$ cat config.mk
export PLATFORM = sky130hd
export DESIGN_NAME = i2s_tx
export DESIGN_NICKNAME = d
export VERILOG_FILES = /design/src/rtl/i2s_tx.sv
export SDC_FILE = /design/constraint.sdc
export NUM_CORES = 1
export LEC_CHECK = 0
export CORE_MARGIN = 2
export CORE_UTILIZATION = 51
export DETAILED_ROUTE_END_ITERATION = 7
export PLACE_DENSITY = 0.79
export SYNTH_ARGS = -nofsm -noshare
export SYNTH_HDL_FRONTEND = slang
export SYNTH_SLANG_ARGS = --single-unit
$ cat constraint.sdc
create_clock -name clk_12 -period 3.14 [get_ports clk_12]
set_clock_uncertainty 0.2 [all_clocks]
set_input_delay 0.785 -clock clk_12 [delete_from_list [all_inputs] [get_ports clk_12]]
set_output_delay 0.785 -clock clk_12 [all_outputs]
set_load 0.02 [all_outputs]
$ cat src/rtl/i2s_tx.sv
// i2s_tx: serialises 16-bit mono samples into a two-slot I2S stream.
// The same sample goes to the left and right slots. Samples arrive through a
// single-entry holding register with a valid/ready handshake. A frame that
// starts with an empty holding register is sent as zeros, and underrun pulses.
//
// Ports:
//   clk_12        master clock; all logic runs on its rising edge
//   rst           asynchronous, active-high reset
//   en            enable streaming; dropping it finishes the current frame
//   sample_in     sample word; low DATA_W bits are the signed sample
//   in_valid      sample_in is valid
//   in_ready      holding register is empty
//   bclk          I2S bit clock
//   lrclk         I2S word select (0 = left, 1 = right)
//   sdata         I2S serial data, MSB first, with a one-bit delay
//   underrun      1-cycle pulse when a frame starts without a sample
//   busy          streaming or draining
//   underrun_cnt  saturating count of underrun pulses
//                 (only when I2S_UNDERRUN_CNT_EN is defined)
module i2s_tx #(
    parameter int unsigned DATA_W    = 16,
    parameter int unsigned SLOT_W    = 32,
    parameter int unsigned BCLK_HALF = 2
) (
    input  logic        clk_12,
    input  logic        rst,
    input  logic        en,
    input  logic [31:0] sample_in,
    input  logic        in_valid,
    output logic        in_ready,
    output logic        bclk,
    output logic        lrclk,
    output logic        sdata,
    output logic        underrun,
    output logic        busy
`ifdef I2S_UNDERRUN_CNT_EN
    ,
    output logic [15:0] underrun_cnt
`endif
);

    localparam int unsigned DIV_W = (BCLK_HALF > 1) ? $clog2(BCLK_HALF) : 1;
    localparam int unsigned BIT_W = $clog2(2 * SLOT_W);
    localparam int unsigned IDX_W = (DATA_W > 1) ? $clog2(DATA_W) : 1;

    localparam logic [DIV_W-1:0] DIV_LAST = DIV_W'(BCLK_HALF - 1);
    localparam logic [BIT_W-1:0] BIT_LAST = BIT_W'(2 * SLOT_W - 1);
    localparam logic [BIT_W-1:0] SLOT_B   = BIT_W'(SLOT_W);
    localparam logic [BIT_W-1:0] DATA_B   = BIT_W'(DATA_W);

    typedef enum logic [1:0] {
        IDLE  = 2'd0,
        RUN   = 2'd1,
        DRAIN = 2'd2
    } state_t;

    state_t              state_q, state_d;
    logic [DIV_W-1:0]    div_q, div_d;
    logic [BIT_W-1:0]    b_q, b_d;
    logic                bclk_q, bclk_d;
    logic                lrclk_q, lrclk_d;
    logic                sdata_q, sdata_d;
    logic                underrun_q, underrun_d;
    logic                busy_q, busy_d;
    logic                in_ready_q, in_ready_d;
    logic                full_q, full_d;
    logic [DATA_W-1:0]   hold_q, hold_d;
    logic [DATA_W-1:0]   frame_q, frame_d;

    // Bit map of the next bit index: slot select and serial bit.
    logic [BIT_W-1:0]    b_inc;
    logic [BIT_W-1:0]    pos;
    logic [IDX_W-1:0]    bit_idx;
    logic                slot_nxt;
    logic                bit_nxt;
    logic                frame_start;
    logic                unused_sample_bits;

    assign unused_sample_bits = ^sample_in[31:DATA_W];

    always_comb begin
        b_inc    = b_q + BIT_W'(1);
        slot_nxt = (b_inc >= SLOT_B);
        pos      = slot_nxt ? (b_inc - SLOT_B) : b_inc;
        bit_idx  = IDX_W'(DATA_B - pos);
        bit_nxt  = (pos >= BIT_W'(1)) && (pos <= DATA_B) ? frame_q[bit_idx] : 1'b0;
    end

    // Next-state, counters, handshake and output computation.
    always_comb begin
        state_d     = state_q;
        div_d       = div_q;
        b_d         = b_q;
        bclk_d      = bclk_q;
        lrclk_d     = lrclk_q;
        sdata_d     = sdata_q;
        underrun_d  = 1'b0;
        full_d      = full_q;
        hold_d      = hold_q;
        frame_d     = frame_q;
        frame_start = 1'b0;

        if (in_valid && !full_q) begin
            hold_d = sample_in[DATA_W-1:0];
            full_d = 1'b1;
        end

        case (state_q)
            IDLE: begin
                div_d   = '0;
                b_d     = '0;
                bclk_d  = 1'b0;
                lrclk_d = 1'b0;
                sdata_d = 1'b0;
                if (en) begin
                    state_d     = RUN;
                    frame_start = 1'b1;
                end
            end
            default: begin
                if (state_q == RUN && !en) begin
                    state_d = DRAIN;
                end else if (state_q == DRAIN && en) begin
                    state_d = RUN;
                end
                if (div_q == DIV_LAST) begin
                    div_d  = '0;
                    bclk_d = ~bclk_q;
                    // Falling bclk edge: advance bit index, update lrclk/sdata.
                    if (bclk_q) begin
                        if (b_q == BIT_LAST) begin
                            b_d     = '0;
                            lrclk_d = 1'b0;
                            sdata_d = 1'b0;
                            if (state_q == DRAIN && !en) begin
                                state_d = IDLE;
                            end else begin
                                frame_start = 1'b1;
                            end
                        end else begin
                            b_d     = b_inc;
                            lrclk_d = slot_nxt;
                            sdata_d = bit_nxt;
                        end
                    end
                end else begin
                    div_d = div_q + DIV_W'(1);
                end
            end
        endcase

        // Frame start: take the held sample, or send zeros and flag underrun.
        if (frame_start) begin
            if (full_q) begin
                frame_d = hold_q;
                full_d  = 1'b0;
            end else begin
                frame_d    = '0;
                underrun_d = 1'b1;
            end
        end

        busy_d     = (state_d != IDLE);
        in_ready_d = ~full_d;
    end

    // State and output registers.
    always_ff @(posedge clk_12 or posedge rst) begin
        if (rst) begin
            state_q    <= IDLE;
            div_q      <= '0;
            b_q        <= '0;
            bclk_q     <= 1'b0;
            lrclk_q    <= 1'b0;
            sdata_q    <= 1'b0;
            underrun_q <= 1'b0;
            busy_q     <= 1'b0;
            in_ready_q <= 1'b1;
            full_q     <= 1'b0;
            hold_q     <= '0;
            frame_q    <= '0;
        end else begin
            state_q    <= state_d;
            div_q      <= div_d;
            b_q        <= b_d;
            bclk_q     <= bclk_d;
            lrclk_q    <= lrclk_d;
            sdata_q    <= sdata_d;
            underrun_q <= underrun_d;
            busy_q     <= busy_d;
            in_ready_q <= in_ready_d;
            full_q     <= full_d;
            hold_q     <= hold_d;
            frame_q    <= frame_d;
        end
    end

    assign in_ready = in_ready_q;
    assign bclk     = bclk_q;
    assign lrclk    = lrclk_q;
    assign sdata    = sdata_q;
    assign underrun = underrun_q;
    assign busy     = busy_q;

`ifdef I2S_UNDERRUN_CNT_EN
    // Saturating underrun counter.
    logic [15:0] underrun_cnt_q, underrun_cnt_d;

    always_comb begin
        underrun_cnt_d = underrun_cnt_q;
        if (underrun_d && (underrun_cnt_q != 16'hFFFF)) begin
            underrun_cnt_d = underrun_cnt_q + 16'd1;
        end
    end

    always_ff @(posedge clk_12 or posedge rst) begin
        if (rst) begin
            underrun_cnt_q <= '0;
        end else begin
            underrun_cnt_q <= underrun_cnt_d;
        end
    end

    assign underrun_cnt = underrun_cnt_q;
`endif

endmodule

==> qor.csv <==
stage,metric,value,unit
clocking,cts_setup_buffers,0,
logic_synthesis,synth_area_leaders,"dfrtp_1 (54%), mux2_2 (8.2%), nand2_1 (7.4%)",
logic_synthesis,synth_warnings,0,
finish,fin_nets,267,
logic_synthesis,yosysSeqAreaShare,54.82,%
critical_path,endpoint_kind,flop,
sta,period_share,87.59,%
clocking,clock_sinks,48,
logic_synthesis,syn_nets,245,
sta,slew_headroom,21.85,%
power,leakagePower,1.118,nW
finish,final_cell_mix,"dfrtp_1 (47), nand2_1 (43), clkdlybuf4s50_1 (25), o21ai_0 (19), mux2_2 (16)",
sta,setup_viol,0,
finish,final_common_cell,dfrtp_1,
sta,grt_setup_unrepaired,false,
detailed_routing,firstDrtPassIters,4,
clocking,clockRootBuffer,clkbuf_8,
floorplan,io_pins,42,
detailed_routing,wirelength,3.667,mm
floorplan,initial_core_util,54.05,%
run,max_cap_viol_count,0,
place,post_dp_cell_area,0.002475,mm²
logic_synthesis,synth_edf_count,0,
global_route,grt_pass1_wl,6.603,mm
detailed_routing,route.detailed.drc,0,
floorplan,die_x,69.58,µm
clocking,clk_pin_slew,0.08,ns
sta,tightestPinTransition,1.172,ns
finish,fin_util,63.64,%
floorplan,coreArea,0.004058,mm²
global_route,grt_overflow,0,
logic_synthesis,async_reset_ff_share,100.0,%
detailed_routing,vias_per_cell,5.429,
global_route,use_met2,26.18,%
place,numPortBuffers,25,
global_route,grt_usage,17.16,%
critical_path,cp_data_arrival_time,2.76,ns
critical_path,path_class,reg2reg,
detailed_routing,ant_nets,0,
sta,fmax,0.3636,GHz
clocking,cts_tree,yes,
finish,drive_gt1_share,15.22,%
floorplan,fp-row-count,23,
detailed_routing,wl_per_cell,13.10,µm
clocking,ctsResizeCount,0,
logic_synthesis,synth_area,0.002193,mm²
clocking,insertion_delay,0.30,ns
run_status,status,"complete, no violations",
worst_hold_path,worstHoldPathType,reg2reg,
finish,diodes,0,
clocking,numCtsBuffers,5,
global_route,grt_pass1_vias,1454,
detailed_routing,drtIter0Drc,56,
global_route,antenna_found_initial,0,
floorplan,die_height,69.58,µm
global_route,busiest_layer,met2,
sta,drv_slew,0,
place,post-dp-hpwl,2.433,mm
clocking,ctsLongestPathBuffers,2,
detailed_routing,vias,1520,
logic_synthesis,synth_top_area_share,53.62,%
global_route,met1_usage,23.16,%
floorplan,dieArea,0.004841,mm²
place,routabilityCongestion,0.7911,
finish,fin_area,0.002582,mm²
finish,stdcell_count,280,
logic_synthesis,synth_seq_cells,48,
sta,finalSetupTns,0,ns
sta,hold_slack,0.2825,ns
global_route,grt.met3_usage,4.797,%
critical_path,cp-start-kind,flop,
critical_path,crit_fanout,11,
logic_synthesis,syn_inst,207,
place,placedCellCount,272,
power,powerDensity,824.0,mW/mm²
critical_path,critical_path_required,3.15,ns
logic_synthesis,syn_area_per_cell,10.60,µm²
sta,hold_viol_final,0,
global_route,grt_max_degree,49,
logic_synthesis,ys.flop_type,dfrtp_1,
finish,area_growth,17.74,%
sta,period_minus_slack,2.750,ns
clocking,cts_max_level,2,
clocking,ctsHoldBuffers,0,
power,ir_drop,504.1,µV
logic_synthesis,ys_types,37,
logic_synthesis,yosysTopAreaCell,dfrtp_1,
[Yosys cell counts (2+ instances only)]
| cell | n |
|---|---|
| a2111oi_0 | 3 |
| a211oi_1 | 2 |
| a21oi_1 | 3 |
| and3_2 | 2 |
| buf_6 | 2 |
| clkbuf_1 | 8 |
| dfrtp_1 | 47 |
| ha_1 | 2 |
| inv_1 | 10 |
| mux2_2 | 16 |
| mux4_2 | 4 |
| nand2_1 | 43 |
| nand2b_1 | 2 |
| nor2_1 | 10 |
| nor2b_1 | 2 |
| o21ai_0 | 19 |
| o21ai_1 | 11 |
| xnor2_1 | 2 |
[layer usage]
layer	vias to the layer above	part of all wire, %
met3	7	3.9
met1	728	47
li1	754	-
met2	31	47
met5	-	0
met4	0	1.8
[area by class of cell]
class	instances	area, µm²
Clock buffer	6	72.57
Clock inverter	2	35.03
Fill cell	347	1475
Inverter	10	37.54
Multi-Input combinational cell	137	894.6
Sequential cell	48	1202
Tap cell	50	62.56
Timing Repair Buffer	27	277.8
[metrics by stage]
| step | setup WS, ns | total power, mW |
|---|---|---|
| 2_1_floorplan | 0.7993 | 1.555 |
| 3_5_place_dp | 0.2598 | 1.708 |
| 4_1_cts | 0.3765 | 2.153 |
| 3_3_place_gp | 0.3369 | 1.677 |
| 5_1_grt | 0.1440 | 2.288 |
| 6_report | 0.3898 | 2.128 |
[flip-flops by register name, summed over array words and instances (netlist names)]
| name | cells |
|---|---|
| b_q | 6 |
| bclk | 1 |
| busy | 1 |
| div_q | 1 |
| frame_q | 16 |
| full_q | 1 |
| hold_q | 16 |
| in_ready | 1 |
| lrclk | 1 |
| sdata | 1 |
| state_q | 2 |
| underrun | 1 |
[logic make-up (layout without fill, tap and decap cells)]
| kind of cell | count (synthesis) | in the layout | share of synthesized area (%) |
|---|---|---|---|
| multiplexers | 20 | 20 | 12.32 |
| adder cells (fa/ha/maj) | 2 | 2 | 1.141 |
| flip-flops | 48 | 48 | 54.82 |
| buffers and inverters | 22 | 45 | 4.678 |
| AND/OR/NAND/NOR | 65 | 65 | 12.95 |
| AO/OA/AOI/OAI | 48 | 48 | 13.29 |
| XOR/XNOR | 2 | 2 | 0.7988 |
[path summary, 6_finish.rpt]
check	startpoint	to	slack, ns	cells after the start
worst max register to register	b_q[0]	sdata	0.39	7
worst min-delay path	lrclk	lrclk	0.28	2
worst min register to register	lrclk	lrclk	0.28	2
max in group asynchronous	rst	in_ready	1.85	3
min in group asynchronous	rst	hold_q[9]	0.63	3
worst max-delay path	b_q[0]	sdata	0.39	7
[report_power, final]
| group | internal [mW] | switching [mW] | leakage (nW) |
|---|---|---|---|
| Sequential | 0.826 | 0.175 | 0.594 |
| Clock | 0.236 | 0.199 | 0.0552 |
| Combinational | 0.376 | 0.317 | 0.469 |
[worst max-delay path, cell delays in order, from the launching register on]
cell and delay, ns:
dfrtp_1 0.62, inv_1 0.12, ha_1 0.44, or3_4 0.41, o2111a_1 0.16, a2111oi_0 0.37
a211oi_1 0.10, o31ai_1 0.25
Note: power is estimated with default switching activity, not from simulation.
